[config.mk]
export PLATFORM = sky130hd
export DESIGN_NAME = cfg_chain_loader
export DESIGN_NICKNAME = d
export VERILOG_FILES = /design/src/rtl/cfg_pkg.sv /design/src/rtl/cfg_crc16.sv /design/src/rtl/cfg_chain_loader.sv
export SDC_FILE = /design/constraint.sdc
export NUM_CORES = 1
export LEC_CHECK = 0
export CELL_PAD_IN_SITES_DETAIL_PLACEMENT = 0
export CELL_PAD_IN_SITES_GLOBAL_PLACEMENT = 1
export CORE_UTILIZATION = 35
export CTS_BUF_LIST = sky130_fd_sc_hd__clkbuf_4 sky130_fd_sc_hd__clkbuf_8
export DETAILED_ROUTE_END_ITERATION = 16
export GPL_TIMING_DRIVEN = 0
export PLACE_DENSITY_LB_ADDON = 0.25
export SLEW_MARGIN = 20
export SYNTH_ARGS = -nofsm -noshare
export SYNTH_HDL_FRONTEND = slang
export SYNTH_SLANG_ARGS = --single-unit
[constraint.sdc]
create_clock -name clk -period 2 [get_ports clk]
set_clock_uncertainty 0.05 [all_clocks]
set_input_delay 0.4 -clock clk [delete_from_list [all_inputs] [get_ports clk]]
set_output_delay 0.4 -clock clk [all_outputs]
set_load 0.005 [all_outputs]
[src/rtl/cfg_pkg.sv]
// Shared state type, CRC constants and the bit-serial CRC step for the config chain loader.
`timescale 1ns/1ps
package cfg_pkg;

  typedef enum logic [1:0] {
    IDLE   = 2'd0,
    LOAD   = 2'd1,
    VERIFY = 2'd2,
    DONE   = 2'd3
  } cfg_state_t;

  localparam logic [15:0] CRC_POLY = 16'h1021;
  localparam logic [15:0] CRC_INIT = 16'hFFFF;

  // One CRC-16-CCITT step, MSB-first, for a single serial bit.
  function automatic logic [15:0] crc16_step(input logic [15:0] crc, input logic din);
    logic fb;
    fb = crc[15] ^ din;
    return {crc[14:0], 1'b0} ^ (fb ? CRC_POLY : 16'h0000);
  endfunction

endpackage

[src/rtl/cfg_crc16.sv]
// Bit-serial CRC-16-CCITT accumulator; clear reloads the initial value.
`timescale 1ns/1ps
module cfg_crc16
  import cfg_pkg::*;
(
  input  logic        clk,
  input  logic        nrst,
  input  logic        clear,
  input  logic        en,
  input  logic        din,
  output logic [15:0] crc
);

  always_ff @(posedge clk or negedge nrst) begin
    if (!nrst) begin
      crc <= CRC_INIT;
    end else if (clear) begin
      crc <= CRC_INIT;
    end else if (en) begin
      crc <= crc16_step(crc, din);
    end
  end

endmodule

[src/rtl/cfg_chain_loader.sv]
// Serialises host words MSB-first onto the fabric config chain, CHAIN_LEN bits per session.
// Define CFG_READBACK_EN to add a CRC-checked rotate-readback pass after loading.
`timescale 1ns/1ps
module cfg_chain_loader
  import cfg_pkg::*;
#(
  parameter int WORD_W    = 32,
  parameter int CHAIN_LEN = 256
) (
  input  logic              clk,
  input  logic              nrst,
  input  logic              start,
  input  logic [WORD_W-1:0] word_data,
  input  logic              word_valid,
  output logic              word_ready,
  output logic              config_data_out,
  output logic              config_en,
  input  logic              chain_data_in,
  output logic              cfg_active,
  output logic              busy,
  output logic              done,
  output logic              error
);

  localparam int NWORDS   = (CHAIN_LEN + WORD_W - 1) / WORD_W;
  localparam int REM_BITS = CHAIN_LEN - (NWORDS - 1) * WORD_W;
  localparam int CNT_W    = $clog2(CHAIN_LEN + 1);
  localparam int BIT_W    = $clog2(WORD_W + 1);
  localparam int WRD_W    = $clog2(NWORDS + 1);

  localparam logic [CNT_W-1:0] LAST_SHIFT = CNT_W'(CHAIN_LEN - 1);
  localparam logic [BIT_W-1:0] FULL_BITS  = BIT_W'(WORD_W);
  localparam logic [BIT_W-1:0] LAST_BITS  = BIT_W'(REM_BITS);
  localparam logic [BIT_W-1:0] ONE_BIT    = BIT_W'(1);
  localparam logic [WRD_W-1:0] LAST_WORD  = WRD_W'(NWORDS - 1);
  localparam logic [WRD_W-1:0] ALL_WORDS  = WRD_W'(NWORDS);

  cfg_state_t        state;
  logic [WORD_W-1:0] sbuf;
  logic              full;
  logic [BIT_W-1:0]  bits_left;
  logic [WRD_W-1:0]  words_acc;
  logic [CNT_W-1:0]  shift_cnt;

  logic load_shift;
  logic last_bit;
  logic more_words;
  logic accept;
  logic last_shift;

  assign load_shift = (state == LOAD) && full;
  assign last_bit   = (bits_left == ONE_BIT);
  assign more_words = (words_acc < ALL_WORDS);
  // A new word may land in the same cycle the previous word's final bit leaves.
  assign word_ready = (state == LOAD) && more_words && (!full || last_bit);
  assign accept     = word_ready && word_valid;
  assign last_shift = load_shift && (shift_cnt == LAST_SHIFT);

`ifdef CFG_READBACK_EN
  logic        verify_shift;
  logic        crc_clear;
  logic [15:0] load_crc;
  logic [15:0] rb_crc;
  logic        error_q;

  assign verify_shift    = (state == VERIFY);
  assign crc_clear       = (state == IDLE) && start;
  assign config_en       = load_shift || verify_shift;
  // During readback the tail is fed straight back to the head so the chain rotates in place.
  assign config_data_out = verify_shift ? chain_data_in : (load_shift & sbuf[WORD_W-1]);
  assign error           = error_q;

  cfg_crc16 u_load_crc (
    .clk   (clk),
    .nrst  (nrst),
    .clear (crc_clear),
    .en    (load_shift),
    .din   (sbuf[WORD_W-1]),
    .crc   (load_crc)
  );

  cfg_crc16 u_rb_crc (
    .clk   (clk),
    .nrst  (nrst),
    .clear (crc_clear),
    .en    (verify_shift),
    .din   (chain_data_in),
    .crc   (rb_crc)
  );
`else
  logic unused_chain;

  assign unused_chain    = chain_data_in;
  assign config_en       = load_shift;
  assign config_data_out = load_shift & sbuf[WORD_W-1];
  assign error           = 1'b0;
`endif

  always_ff @(posedge clk or negedge nrst) begin
    if (!nrst) begin
      state      <= IDLE;
      sbuf       <= '0;
      full       <= 1'b0;
      bits_left  <= '0;
      words_acc  <= '0;
      shift_cnt  <= '0;
      cfg_active <= 1'b0;
      busy       <= 1'b0;
      done       <= 1'b0;
`ifdef CFG_READBACK_EN
      error_q    <= 1'b0;
`endif
    end else begin
      // NOTE: non-blocking assignments throughout, so every branch below sees the
      // pre-edge values and later assignments in the block simply take priority.
      done <= 1'b0;

      if (accept) begin
        sbuf      <= word_data;
        full      <= 1'b1;
        bits_left <= (words_acc == LAST_WORD) ? LAST_BITS : FULL_BITS;
        words_acc <= words_acc + 1'b1;
      end else if (load_shift) begin
        sbuf      <= {sbuf[WORD_W-2:0], 1'b0};
        bits_left <= bits_left - 1'b1;
        if (last_bit) full <= 1'b0;
      end

      case (state)
        IDLE: begin
          if (start) begin
            state      <= LOAD;
            cfg_active <= 1'b1;
            busy       <= 1'b1;
            full       <= 1'b0;
            bits_left  <= '0;
            words_acc  <= '0;
            shift_cnt  <= '0;
`ifdef CFG_READBACK_EN
            error_q    <= 1'b0;
`endif
          end
        end

        LOAD: begin
          if (load_shift) begin
            if (last_shift) begin
              shift_cnt <= '0;
`ifdef CFG_READBACK_EN
              state      <= VERIFY;
`else
              state      <= DONE;
              done       <= 1'b1;
              cfg_active <= 1'b0;
              busy       <= 1'b0;
`endif
            end else begin
              shift_cnt <= shift_cnt + 1'b1;
            end
          end
        end

`ifdef CFG_READBACK_EN
        VERIFY: begin
          if (shift_cnt == LAST_SHIFT) begin
            state      <= DONE;
            done       <= 1'b1;
            cfg_active <= 1'b0;
            busy       <= 1'b0;
            shift_cnt  <= '0;
            // Fold in the bit arriving this cycle so the comparison sees the final readback CRC.
            error_q    <= (load_crc != crc16_step(rb_crc, chain_data_in));
          end else begin
            shift_cnt <= shift_cnt + 1'b1;
          end
        end
`endif

        DONE: state <= IDLE;

        default: state <= IDLE;
      endcase
    end
  end

endmodule
Word-level counts from Yosys, hierarchy flattened
Cells that the tools add are included.
- register bits after elaboration: 56
- add/subtract/negate cells: 3
- order comparisons: 1
- equal/unequal tests: 6
- mux-type cells: 29
- bitwise gates (word level): 1
- reduce and logical (&&, ||, !) cells: 13
- operators by type and width (operator ; count):
    2-to-1 mux 32 bit ; 2
    2-to-1 mux 9 bit ; 3
    2-to-1 mux 6 bit ; 4
    one-hot mux 9 bit (2 select lines) ; 1
    2-to-1 mux 4 bit ; 3
    2-to-1 mux 1 bit ; 11
    adder 9 x 1 -> 9 bit (second input constant) ; 1
    equality test 9 x 8 -> 1 bit (second input constant) ; 1
    equality test 6 x 1 -> 1 bit (second input constant) ; 1
    2-to-1 mux 2 bit ; 3
    inequality test 2 bit (second input constant) ; 3
    AND reduction 3 bit ; 2
    subtractor 6 x 1 -> 6 bit (second input constant) ; 1
    logical AND 1 bit ; 5
    adder 4 x 1 -> 4 bit (second input constant) ; 1
    < comparator 4 bit (second input constant) ; 1
    one-hot mux 2 bit (2 select lines) ; 1
    AND reduction 4 bit ; 1
    nonzero test 2 bit ; 2
    equality test 2 x 1 -> 1 bit (second input constant) ; 1
    zero test 2 bit ; 1
    one-hot mux 1 bit (2 select lines) ; 1
    AND 1 bit ; 1
    zero test 1 bit ; 1
    logical OR 1 bit ; 1

Logic depth before layout (Yosys ltp)
- depth after elaboration: 7
- gate-level depth with buffers: 8
- mapped depth without buffers: 7

Worst setup path after synthesis
OpenSTA, ideal clock, no wires.
- path kind: reg2out
- from: reg bits_left[0]
- to: out word_ready
- arrival: 1286 ps
- required time: 1550 ps
- slack: 264 ps
- stages on the path, launching flop included: 6
- cell sequence: dfrtp_1 -> ha_1 -> and4bb_1 -> a21oi_4 -> inv_2 -> buf_2
- cells in the longest elaborated chain, start to end: 3
- RTL lines (item ; line ; text):
    start, declared ; cfg_chain_loader.sv:41 ; logic [BIT_W-1:0] bits_left;
    start signal, assigned ; cfg_chain_loader.sv:121 ; bits_left <= (words_acc == LAST_WORD) ? LAST_BITS : FULL_BITS;
    start signal, assigned ; cfg_chain_loader.sv:125 ; bits_left <= bits_left - 1'b1;
    equality test 6 x 1 -> 1 bit ; cfg_chain_loader.sv:52 ; assign last_bit = (bits_left == ONE_BIT);
    logical OR 1 bit ; cfg_chain_loader.sv:55 ; assign word_ready = (state == LOAD) && more_words && (!full || last_bit);
    logical AND 1 bit ; cfg_chain_loader.sv:55 ;
    end, declared ; cfg_chain_loader.sv:15 ; output logic word_ready,
Every way passes these cells.

Final worst setup path
Ends and elaborated chain as after synthesis.

==> metrics <==
delay-heaviest family, CP flip-flops; DR iter-0 viols 77; synthesized flop and latch total 56; Final ANT Viol Nets 0; Top Usage Layer GRT met2; GRT overflow 0; clock buffer depth 2; die height 91.2 um; total net switching power 1.76 mW; Clock Latency Late Sink 0.31 ns; DRT Pass-1 Iters 4; Clock Power Share 13.2%; Synth Cell Area 2790 sq um; final hold vios 0; Tot GR Track Use 15.4%; antenna violations before repair 0; syn avg cell area 10.4 sq um; final hold slack 0.0934 ns; fin crit period 1.91 ns; Layout Nets 363; met3 Use GR 3.85%; Most used DFF post-synth dfrtp_1; Syn Inst Count 267; crit path DAT 1.46 ns; commonest cells after routing, fill and taps aside dfrtp_1 (56), nand3_1 (36), clkdlybuf4s50_1 (36), o21ai_1 (34), mux2i_1 (32); Worst EP required 1.55 ns; die area 8320 sq um; RSZ-0062 raised after global routing no; Startpoint Class flop; Post-DP HPWL 3960 um; share of post-route cells with drive strength above 1 13.4%; total number of vias 2107; Avg Vias per Cell 4.97; CTS tree built; syn_nets 308; Hold-fix buffers, CTS 0; CTS sink cnt 56; Synth cell types 40; max cap viols 0; crit-path max FO 2; Pins Over Slew Limit 0; Largest stage delay, worst path 0.42 ns; Setup crit end kind output pin; Area growth, synth to finish 25.3%; status finished, final reports clean; maximum vdd drop 0.438 mV; Die X 91.2 um; register share of total power 42.3%; Routed wire per std cell 14.0 um; Relative slew margins 51.5%; Setup Crit Path Kind flop to output pin; routing usage on met1 21.4%; diode count 0; CORE AREA 7730 sq um; grt met2 use 23.7%; Fmax 524 MHz; Lkg Pwr 1.61 nW; IO Port Bufs 40; GPL Wtd Cong 0.708; Initial Util 36.1%; pwr/cell area 1330 nW/um^2; Post-synth EDFFs 0; CP Buf/Inv Count 2; Internal 2.87 mW; H-Tree Depth 2; sw frac 38.1%; io pins 44; Hold Crit Class input pin to async pin; most common cell after layout, fill and taps aside dfrtp_1; crit share post-route 95.4%; FILL cells 746; cells along the critical path ha_4 > and4bb_1 > a21oi_4 > inv_6 > clkbuf_2; largest net degree at the start of global routing 57; Post-Route WL 5950 um; num rows 32; Num CTS Buffers 5; Final setup viols 0; combinational share of power 44.5%; first-pass GRT wire length 10100 um; Slowest-stage cell, CP dfrtp_1; ys async rst share 100%; post-layout util 45.2%; Seq/Total Area, Yosys 50.3%; Worst Tran Pin Value 0.727 ns; Root Buffer clkbuf_8; vias in the first global route 2096; Ys Warns 0; clock-pin slew on the worst setup and hold paths 0.10 ns; drt drc 0
-- routing by layer --
metal / routed length [um] / up-vias
li1: - / 1048
met1: 3000 / 1015
met2: 2670 / 38
met3: 216 / 6
met4: 59 / 0
met5: 0 / -
-- logic make-up after synthesis --
logic type	after synthesis	share of synthesized area [%]
AND/OR/NAND/NOR	91	18.7
flip-flops	56	50.3
XOR/XNOR	12	3.77
other	1	0.135
AO/OA/AOI/OAI	46	9.12
multiplexers	32	11.5
buffers and inverters	25	4.67
adder cells (fa/ha/maj)	4	1.80
-- cell usage after synthesis (2+ instances only) --
cell | instances | area, sq um
nand4_1 | 2 | 12.5
nor3_1 | 7 | 35.0
inv_1 | 4 | 15.0
dfrtp_1 | 56 | 1400
nor4_2 | 2 | 25.0
nor3b_1 | 2 | 15.0
xnor2_1 | 10 | 87.6
nand2_1 | 7 | 26.3
xor2_1 | 2 | 17.5
buf_4 | 6 | 45.0
nor2_1 | 17 | 63.8
nor4_1 | 4 | 25.0
or2_1 | 2 | 12.5
buf_2 | 9 | 45.0
clkbuf_1 | 4 | 15.0
o21ai_1 | 34 | 170
o21ai_0 | 3 | 15.0
ha_1 | 4 | 50.1
nand3_1 | 36 | 180
a21oi_1 | 4 | 20.0
or3_1 | 2 | 12.5
mux2i_1 | 32 | 320
-- registers in the layout (all words and copies together), names as in the netlist --
signal,count
state,2
done,1
bits_left,6
words_acc,4
shift_cnt,9
sbuf,32
full,1
busy,1
-- metrics by stage --
stage	std cells	cell area [sq um]	total power [mW]	setup TNS, ns	setup slack (ns)
after floorplan	267	2790	3.36	0	0.264
after global placement	409	3310	3.84	-75.77	-1.33
after detailed placement	409	3310	3.90	-1.94	-0.400
after CTS	423	3470	4.64	-0.0954	-0.0954
after global routing	424	3490	5.00	0	0.00229
final	424	3490	4.63	0	0.0914
-- power by group through the flow --
stage	registers [mW]	logic, mW	clock network [mW]
global placement	1.96	1.88	0
global route	2.02	2.31	0.675
CTS	1.95	2.06	0.628
floorplan	1.88	1.48	0
finish	1.95	2.06	0.610
detailed placement	1.97	1.92	0
-- worst reg2reg max path, delay by kind of cell, from the launching register on --
| family | cells | cell delay [ns] |
|---|---|---|
| DFF | 1 | 0.46 |
| AOI/OAI and AO/OA | 2 | 0.22 |
| and+or+nand+nor | 2 | 0.60 |
| buffers and inverters | 2 | 0.45 |
-- area by class of cell --
class | instances | area (sq um) | area share, %
flip-flops and latches | 56 | 1400 | 40.1
multi-input cells | 186 | 1280 | 36.6
repair buffers | 50 | 465 | 13.3
well taps | 102 | 128 | 3.66
plain buffers | 17 | 104 | 2.97
clock buffers | 6 | 76.3 | 2.19
inverters | 6 | 35.0 | 1.00
clock inverters | 1 | 5.00 | 0.143
-- final timing paths --
check | cells past startpoint | from | slack, ns | to
min in group clk | 3 | word_valid | 0.39 | sbuf[12]
max in group asynchronous | 1 | nrst | 1.33 | sbuf[23]
max reg2reg | 6 | bits_left[2] | 0.10 | sbuf[20]
min | 1 | nrst | 0.09 | shift_cnt[1]
max | 5 | bits_left[0] | 0.09 | word_ready
min reg2reg | 1 | words_acc[0] | 0.45 | words_acc[0]
-- repair_timing --
item                                    CTS  global route
endpoints found under the setup margin    3            33
gates resized for setup                  11             6
setup buffers                             9             1
pin swaps                                 1             2
Power figures use the tool's default switching activity.
